==> config.mk <==
export PLATFORM = sky130hd
export DESIGN_NAME = paralelo_serial_phy_tx
export DESIGN_NICKNAME = d
export VERILOG_FILES = /design/src/rtl/paralelo_serial_phy_tx_pkg.sv /design/src/rtl/paralelo_serial_phy_tx.sv
export SDC_FILE = /design/constraint.sdc
export NUM_CORES = 1
export LEC_CHECK = 0
export BUFFER_PORTS_ARGS = -buffer_cell sky130_fd_sc_hd__buf_2
export CORE_MARGIN = 2
export CORE_UTILIZATION = 53
export DETAILED_ROUTE_END_ITERATION = 7
export MAX_ROUTING_LAYER = met4
export PLACE_DENSITY = 0.84
export SYNTH_ARGS = -nofsm -noshare
export SYNTH_HDL_FRONTEND = slang
export SYNTH_SLANG_ARGS = --single-unit
==> constraint.sdc <==
create_clock -name clk_32f -period 2.3 [get_ports clk_32f]
set_input_delay 0.23 -clock clk_32f [delete_from_list [all_inputs] [get_ports clk_32f]]
set_output_delay 0.23 -clock clk_32f [all_outputs]
set_load 0.02 [all_outputs]
==> src/rtl/paralelo_serial_phy_tx_pkg.sv <==
// Shared PHY definitions: symbol width, comma symbol, link state encoding.
// The receive deserializer imports the same comma symbol so both ends agree.
package paralelo_serial_phy_tx_pkg;

  localparam int BYTE_W      = 8;
  localparam int BIT_CNT_W   = $clog2(BYTE_W);
  localparam int COMMA_CNT_W = 4;

  // Alignment / idle symbol (K28.5-style comma pattern 10111100).
  localparam logic [BYTE_W-1:0] COMMA_SYM = 8'hBC;

  // Link state: SYNC sends the comma preamble, RUN sends user bytes or idle commas.
  typedef enum logic {
    ST_SYNC = 1'b0,
    ST_RUN  = 1'b1
  } phy_state_t;

  // Byte loaded in run mode: the user byte when valid, otherwise the idle comma.
  function automatic logic [BYTE_W-1:0] run_byte(
    input logic              valid,
    input logic [BYTE_W-1:0] data,
    input logic [BYTE_W-1:0] comma
  );
    return valid ? data : comma;
  endfunction

endpackage

==> src/rtl/paralelo_serial_phy_tx.sv <==
// PHY transmit serializer: one byte per 8 clk_32f cycles, MSB first.
// After reset or a resync request it sends INIT_COMMAS comma bytes so the
// receiver can align, then enters run mode where each byte boundary loads
// either the upstream byte (when valid) or the comma as idle filler.
module paralelo_serial_phy_tx
  import paralelo_serial_phy_tx_pkg::*;
#(
  parameter int                INIT_COMMAS = 4,          // 1..15
  parameter logic [BYTE_W-1:0] COMMA       = COMMA_SYM
) (
  input  logic              clk_32f,
  input  logic              default_values,   // async, active-low reset
  input  logic [BYTE_W-1:0] data_in,
  input  logic              valid_in,
  input  logic              resync_in,
  output logic              data_out,
  output logic              ready_out,
  output logic              active_out
);

  localparam logic [BIT_CNT_W-1:0]   LAST_BIT   = BIT_CNT_W'(BYTE_W - 1);
  localparam logic [BIT_CNT_W-1:0]   PREP_BIT   = BIT_CNT_W'(BYTE_W - 2);
  localparam logic [COMMA_CNT_W-1:0] LAST_COMMA = COMMA_CNT_W'(INIT_COMMAS - 1);

  logic [BIT_CNT_W-1:0]   bit_cnt_reg;
  logic [COMMA_CNT_W-1:0] comma_cnt_reg;
  logic [BYTE_W-1:0]      frame_reg;
  phy_state_t             state_reg;

  logic [BIT_CNT_W-1:0]   bit_idx;
  logic                   byte_end;
  logic                   preamble_done;
  logic [BYTE_W-1:0]      next_byte;

  // Bit position (MSB first), boundary and preamble-end decodes.
  always_comb begin
    bit_idx       = LAST_BIT - bit_cnt_reg;
    byte_end      = (bit_cnt_reg == LAST_BIT);
    preamble_done = (comma_cnt_reg == LAST_COMMA);
    next_byte     = run_byte(valid_in, data_in, COMMA);
  end

  // Serializer datapath, comma preamble counter and SYNC/RUN state machine.
  always_ff @(posedge clk_32f or negedge default_values) begin
    if (!default_values) begin
      data_out      <= 1'b0;
      ready_out     <= 1'b0;
      active_out    <= 1'b0;
      bit_cnt_reg   <= '0;
      comma_cnt_reg <= '0;
      frame_reg     <= COMMA;
      state_reg     <= ST_SYNC;
    end else begin
      data_out    <= frame_reg[bit_idx];
      bit_cnt_reg <= bit_cnt_reg + 1'b1;
      // Ready announces that the coming boundary edge samples a user byte:
      // every boundary in RUN, plus the boundary that ends the preamble.
      ready_out   <= (bit_cnt_reg == PREP_BIT) &&
                     ((state_reg == ST_RUN) || preamble_done);

      if (byte_end) begin
        if (state_reg == ST_SYNC) begin
          if (preamble_done) begin
            // Last preamble comma is out: go live and take the first user byte now.
            state_reg     <= ST_RUN;
            active_out    <= 1'b1;
            comma_cnt_reg <= '0;
            frame_reg     <= next_byte;
          end else begin
            frame_reg     <= COMMA;
            comma_cnt_reg <= comma_cnt_reg + 1'b1;
          end
        end else if (resync_in) begin
          // Realign: drop whatever was offered and restart the preamble.
          state_reg     <= ST_SYNC;
          active_out    <= 1'b0;
          comma_cnt_reg <= '0;
          frame_reg     <= COMMA;
        end else begin
          frame_reg <= next_byte;
        end
      end
    end
  end

endmodule

# Word-level counts from Yosys, hierarchy flattened
# Cells that the tools add are included.
# totals
reg_bits	19
in_bits	12
out_inout_bits	3
wordCells	35
# op_classes
add_sub_neg	3
order_cmp	1
eq_ne	4
muxes	15
n_reduce_logical	5
# op_table
cell	count
$mux 8	4
$mux 4	3
$mux 1	7
$eq 3x3->1 const B	2
$add 4x1->4 const B	1
$eq 4x2->1 const B	1
$lt 3x4->1 const B	1
$add 3x1->3 const B	1
$bmux 1 s3	1
$reduce_and 3->1	1
$sub 3x3->3 const A	1
$ne 2x2->1 const B	1
$reduce_and 2->1	1
$reduce_bool 2->1	1
$logic_and 1x1->1	1
$logic_or 1x1->1	1

# Depth between registers and ports, before layout
# depth
depth_word	3
depth_mapped	6
mapped_depth_nobuf	4

# Least setup slack after synthesis
# No wires, ideal clock.
# synth_timing
path_kind	register to register
start	register bit_cnt_reg[1]
end	register state_reg
arrival_time_ps	1485
required_ps	2227
slack_ps	742
stages_incl_launch_ff	7
n_path_buf	2
period_less_slack_ps	1558
cell_sequence	dfrtp_1 ha_1 ha_1 clkbuf_1 buf_1 nor2_1 a21oi_2
# synth_between
elab_chain_len	1
# synth_lines
item	line_no	source
start, declared	paralelo_serial_phy_tx.sv:25	logic [BIT_CNT_W-1:0] bit_cnt_reg;
start signal, assigned	paralelo_serial_phy_tx.sv:55	bit_cnt_reg <= bit_cnt_reg + 1'b1;
$eq 3x3->1	paralelo_serial_phy_tx.sv:38	byte_end = (bit_cnt_reg == LAST_BIT);
named net byte_end	paralelo_serial_phy_tx.sv:31	logic byte_end;
end signal, assigned	paralelo_serial_phy_tx.sv:52	state_reg <= ST_SYNC;
end signal, assigned	paralelo_serial_phy_tx.sv:65	state_reg <= ST_RUN;
end signal, assigned	paralelo_serial_phy_tx.sv:75	state_reg <= ST_SYNC;
end, declared	paralelo_serial_phy_tx.sv:28	phy_state_t state_reg;
# The timed path passes the listed nets, and every way through them passes these cells.
# A chain may end at the register's enable or synchronous reset.

# Worst setup path after layout
# layout_timing
start	register comma_cnt_reg[0]
end	register frame_reg[5]
# layout_between
elab_chain_len	3
# layout_lines
item	line_no	source
start, declared	paralelo_serial_phy_tx.sv:26	logic [COMMA_CNT_W-1:0] comma_cnt_reg;
start signal, assigned	paralelo_serial_phy_tx.sv:71	comma_cnt_reg <= comma_cnt_reg + 1'b1;
$eq 4x2->1	paralelo_serial_phy_tx.sv:39	preamble_done = (comma_cnt_reg == LAST_COMMA);
$mux 8	paralelo_serial_phy_tx.sv:63	if (preamble_done) begin
$mux 8	paralelo_serial_phy_tx.sv:62	if (state_reg == ST_SYNC) begin
end signal, assigned	paralelo_serial_phy_tx.sv:68	frame_reg <= next_byte;
end signal, assigned	paralelo_serial_phy_tx.sv:80	frame_reg <= next_byte;
end, declared	paralelo_serial_phy_tx.sv:27	logic [BYTE_W-1:0] frame_reg;
# No other way between the ends.

==> metrics.md <==
| Metric | Value |
|---|---|
| Worst-Margin Slew | `0.5877 ns` |
| Dpl ws | `0.7014 ns` |
| Relative max-transition margin | `60.82%` |
| Die ar. | `0.002043 mm2` |
| Setup TNS | `0 ns` |
| Initial drt markers | `31` |
| Final Util | `66.15%` |
| Reg area | `481.7 um2` |
| Post-DRT Antenna Nets | `0` |
| Antenna cells | `0` |
| Mapped Cells | `83` |
| CTS root buf | `clkbuf_4` |
| Buffers & Inverters on Critical Path | `0` |
| Synthesized area | `899.6 um2` |
| VDD IR max | `0.4724 mV` |
| Synth area leaders | `dfrtp_1 (39%), dfstp_2 (15%), ha_1 (5.6%)` |
| CTS Buffer Depth | `2` |
| Syn Area/Cell | `10.84 um2` |
| Critical path capture point type | `flop` |
| Slew Limit Fails | `0` |
| Sequential share of the synthesized area | `53.55%` |
| Status | `finished, final reports clean` |
| Grt total ovfl | `0` |
| Area Growth Syn to Fin | `13.35%` |
| Family with the most delay on the worst path | `simple AND/OR/NAND/NOR gates` |
| Share of layout cells above drive strength 1 | `29.00%` |
| Slowest cell on crit path | `or4b_4` |
| Total track usage | `19.74%` |
| Cell variety after synth | `25` |
| CTS tree | `yes` |
| Reg clk slew, reported paths | `0.11 ns` |
| CP Launch Type | `flop` |
| Total CTS buffers | `3` |
| DR DRC count | `0` |
| PD cells | `679.5 mW/mm2` |
| P_leak | `0.0005076 uW` |
| Arr. time, crit path | `1.84 ns` |
| HPWL after detailed placement | `1194 um` |
| Worst min path class | `in2reg` |
| Via density | `5.724` |
| Max Fclk | `612.5 MHz` |
| Clock Latency Late Sink | `0.30 ns` |
| CP max FO | `5` |
| Num ports | `15` |
| Worst Path Required | `2.51 ns` |
| Ys Warns | `0` |
| Multi-input logic area | `365.4 um2` |
| Global-route wire length before repair | `2760 um` |
| WL final | `1635 um` |
| Setup violations, final | `0` |
| Max reg flops | `8` |
| Mapped Nets | `99` |
| Clk_skew | `0.0005300 ns` |
| Number of synthesized flops with an enable pin | `0` |
| Wire per inst | `14.09 um` |
| Post-CTS setup buffer count | `0` |
| Max incr delay on CP | `0.50 ns` |
| Most frequent cell after synthesis | `dfrtp_1` |
| Initial Util | `58.36%` |
| Placer Congestion | `0.7527` |
| Pre-antenna DRT Iters | `4` |
| Fin nets | `117` |
| Num Clock Sinks | `19` |
| Initial antenna violation count | `0` |
| Vias | `664` |
| Fin crit share | `70.99%` |
| Vias in the first global route | `674` |
| Synth area leader | `dfrtp_1` |
| Ys flop type | `dfrtp_1` |
| Final WS setup | `0.6673 ns` |
| MaxCap Viol Count | `0` |
| Tmin final | `1.633 ns` |
| Die height | `45.20 um` |
| Standard-cell rows | `14` |
| CP Cell Sequence | `ha_1, or4b_4, a21boi_2, a31oi_1` |
| Input/output buffers | `14` |
| Layout fillers | `125` |
| Post-synth top area share | `38.94%` |
| Setup Crit Path Kind | `reg2reg` |
| Die width | `45.20 um` |
| Synth cell count leaders | `dfrtp_1 (14), inv_1 (12), nor2_1 (10), a31oi_1 (6), nand3_1 (6)` |
| Largest net degree at the start of global routing | `20` |
| Core footprint | `0.001541 mm2` |
| Fraction of registers with async set/reset | `100.0%` |
| Final Hold Viols | `0` |
| Register bit count reported by yosys | `19` |
| RSZ-0062 raised after global routing | `false` |
| H-tree Lvls | `1` |
-- worst paths after layout --
path	to	from	depth (start not counted)	slack [ns]
hold / removal	frame_reg[4]$_DFFE_PN1P_	data_in[4]	3	0.12
hold reg to reg	frame_reg[4]$_DFFE_PN1P_	frame_reg[4]$_DFFE_PN1P_	2	0.51
max in group asynchronous	frame_reg[2]$_DFFE_PN1P_	default_values	2	1.60
setup / recovery	frame_reg[5]$_DFFE_PN1P_	comma_cnt_reg[0]$_DFFE_PN0P_	4	0.67
setup reg to reg	frame_reg[5]$_DFFE_PN1P_	comma_cnt_reg[0]$_DFFE_PN0P_	4	0.67
min in group asynchronous	data_out$_DFF_PN0_	default_values	2	0.38
-- routing by layer --
metal | up-vias | share of wire, % | track usage [%]
met5 | - | 0 | -
met4 | 0 | 1.5 | 10.59
met3 | 4 | 4.5 | 4.400
met2 | 20 | 45 | 29.14
met1 | 315 | 49 | 25.26
li1 | 325 | - | -
-- power by group --
group / internal [uW] / switching, uW
Sequential: 367 / 24.7
Clock: 64.8 / 104
Combinational: 64.1 / 68.9
Total: 496 / 197
-- layout make-up --
class / count / share of cell area, %
Clock buffer: 3 / 2.209
Clock inverter: 1 / 0.4908
Inverter: 12 / 4.417
Multi-Input combinational cell: 50 / 35.83
Sequential cell: 19 / 47.24
Tap cell: 16 / 1.963
Timing Repair Buffer: 15 / 7.853
-- tightest hold or removal path, cell delays in order --
cell and delay [ns]:
buf_2 0.09, inv_1 0.04, a31oi_1 0.06
-- per-stage QoR --
step / power (uW) / hold slack, ns / std cells / cell area, um2
5_1_grt: 721.2 / 0.1329 / 116 / 1020
3_3_place_gp: 517.8 / 0.1782 / 111 / 982.2
6_report: 693.0 / 0.1195 / 116 / 1020
2_1_floorplan: 482.1 / -0.06559 / 83 / 899.6
4_1_cts: 694.9 / 0.1179 / 116 / 1020
3_5_place_dp: 526.9 / 0.1836 / 111 / 982.2
-- cell families (layout without fill, tap and decap cells) --
logic type | count (synthesis) | in the layout | synth area share, %
flip-flops | 19 | 19 | 53.55
AND/OR/NAND/NOR | 26 | 26 | 15.16
AO/OA/AOI/OAI | 18 | 18 | 14.88
buffers and inverters | 14 | 31 | 5.840
multiplexers | 2 | 2 | 5.007
adder cells (fa/ha/maj) | 4 | 4 | 5.564
-- placed cells by master (no fill, tap or decap), drive strengths merged, types with 2 or more instances in the layout --
master and n:
a21oi 2, a22o 3, a31oi 6, buf 14, clkbuf 3, dfrtp 14, dfstp 5, ha 4
inv 12, mux4 2, nand2 3, nand3 6, nor2 10, o22ai 4
-- what timing repair did --
item	CTS	global route
hold endpoints to repair	14	0
hold buffers	1	0
endpoints found under the setup margin	0	0
resized for setup	0	0
No activity file was read; power rests on OpenSTA's default activity.
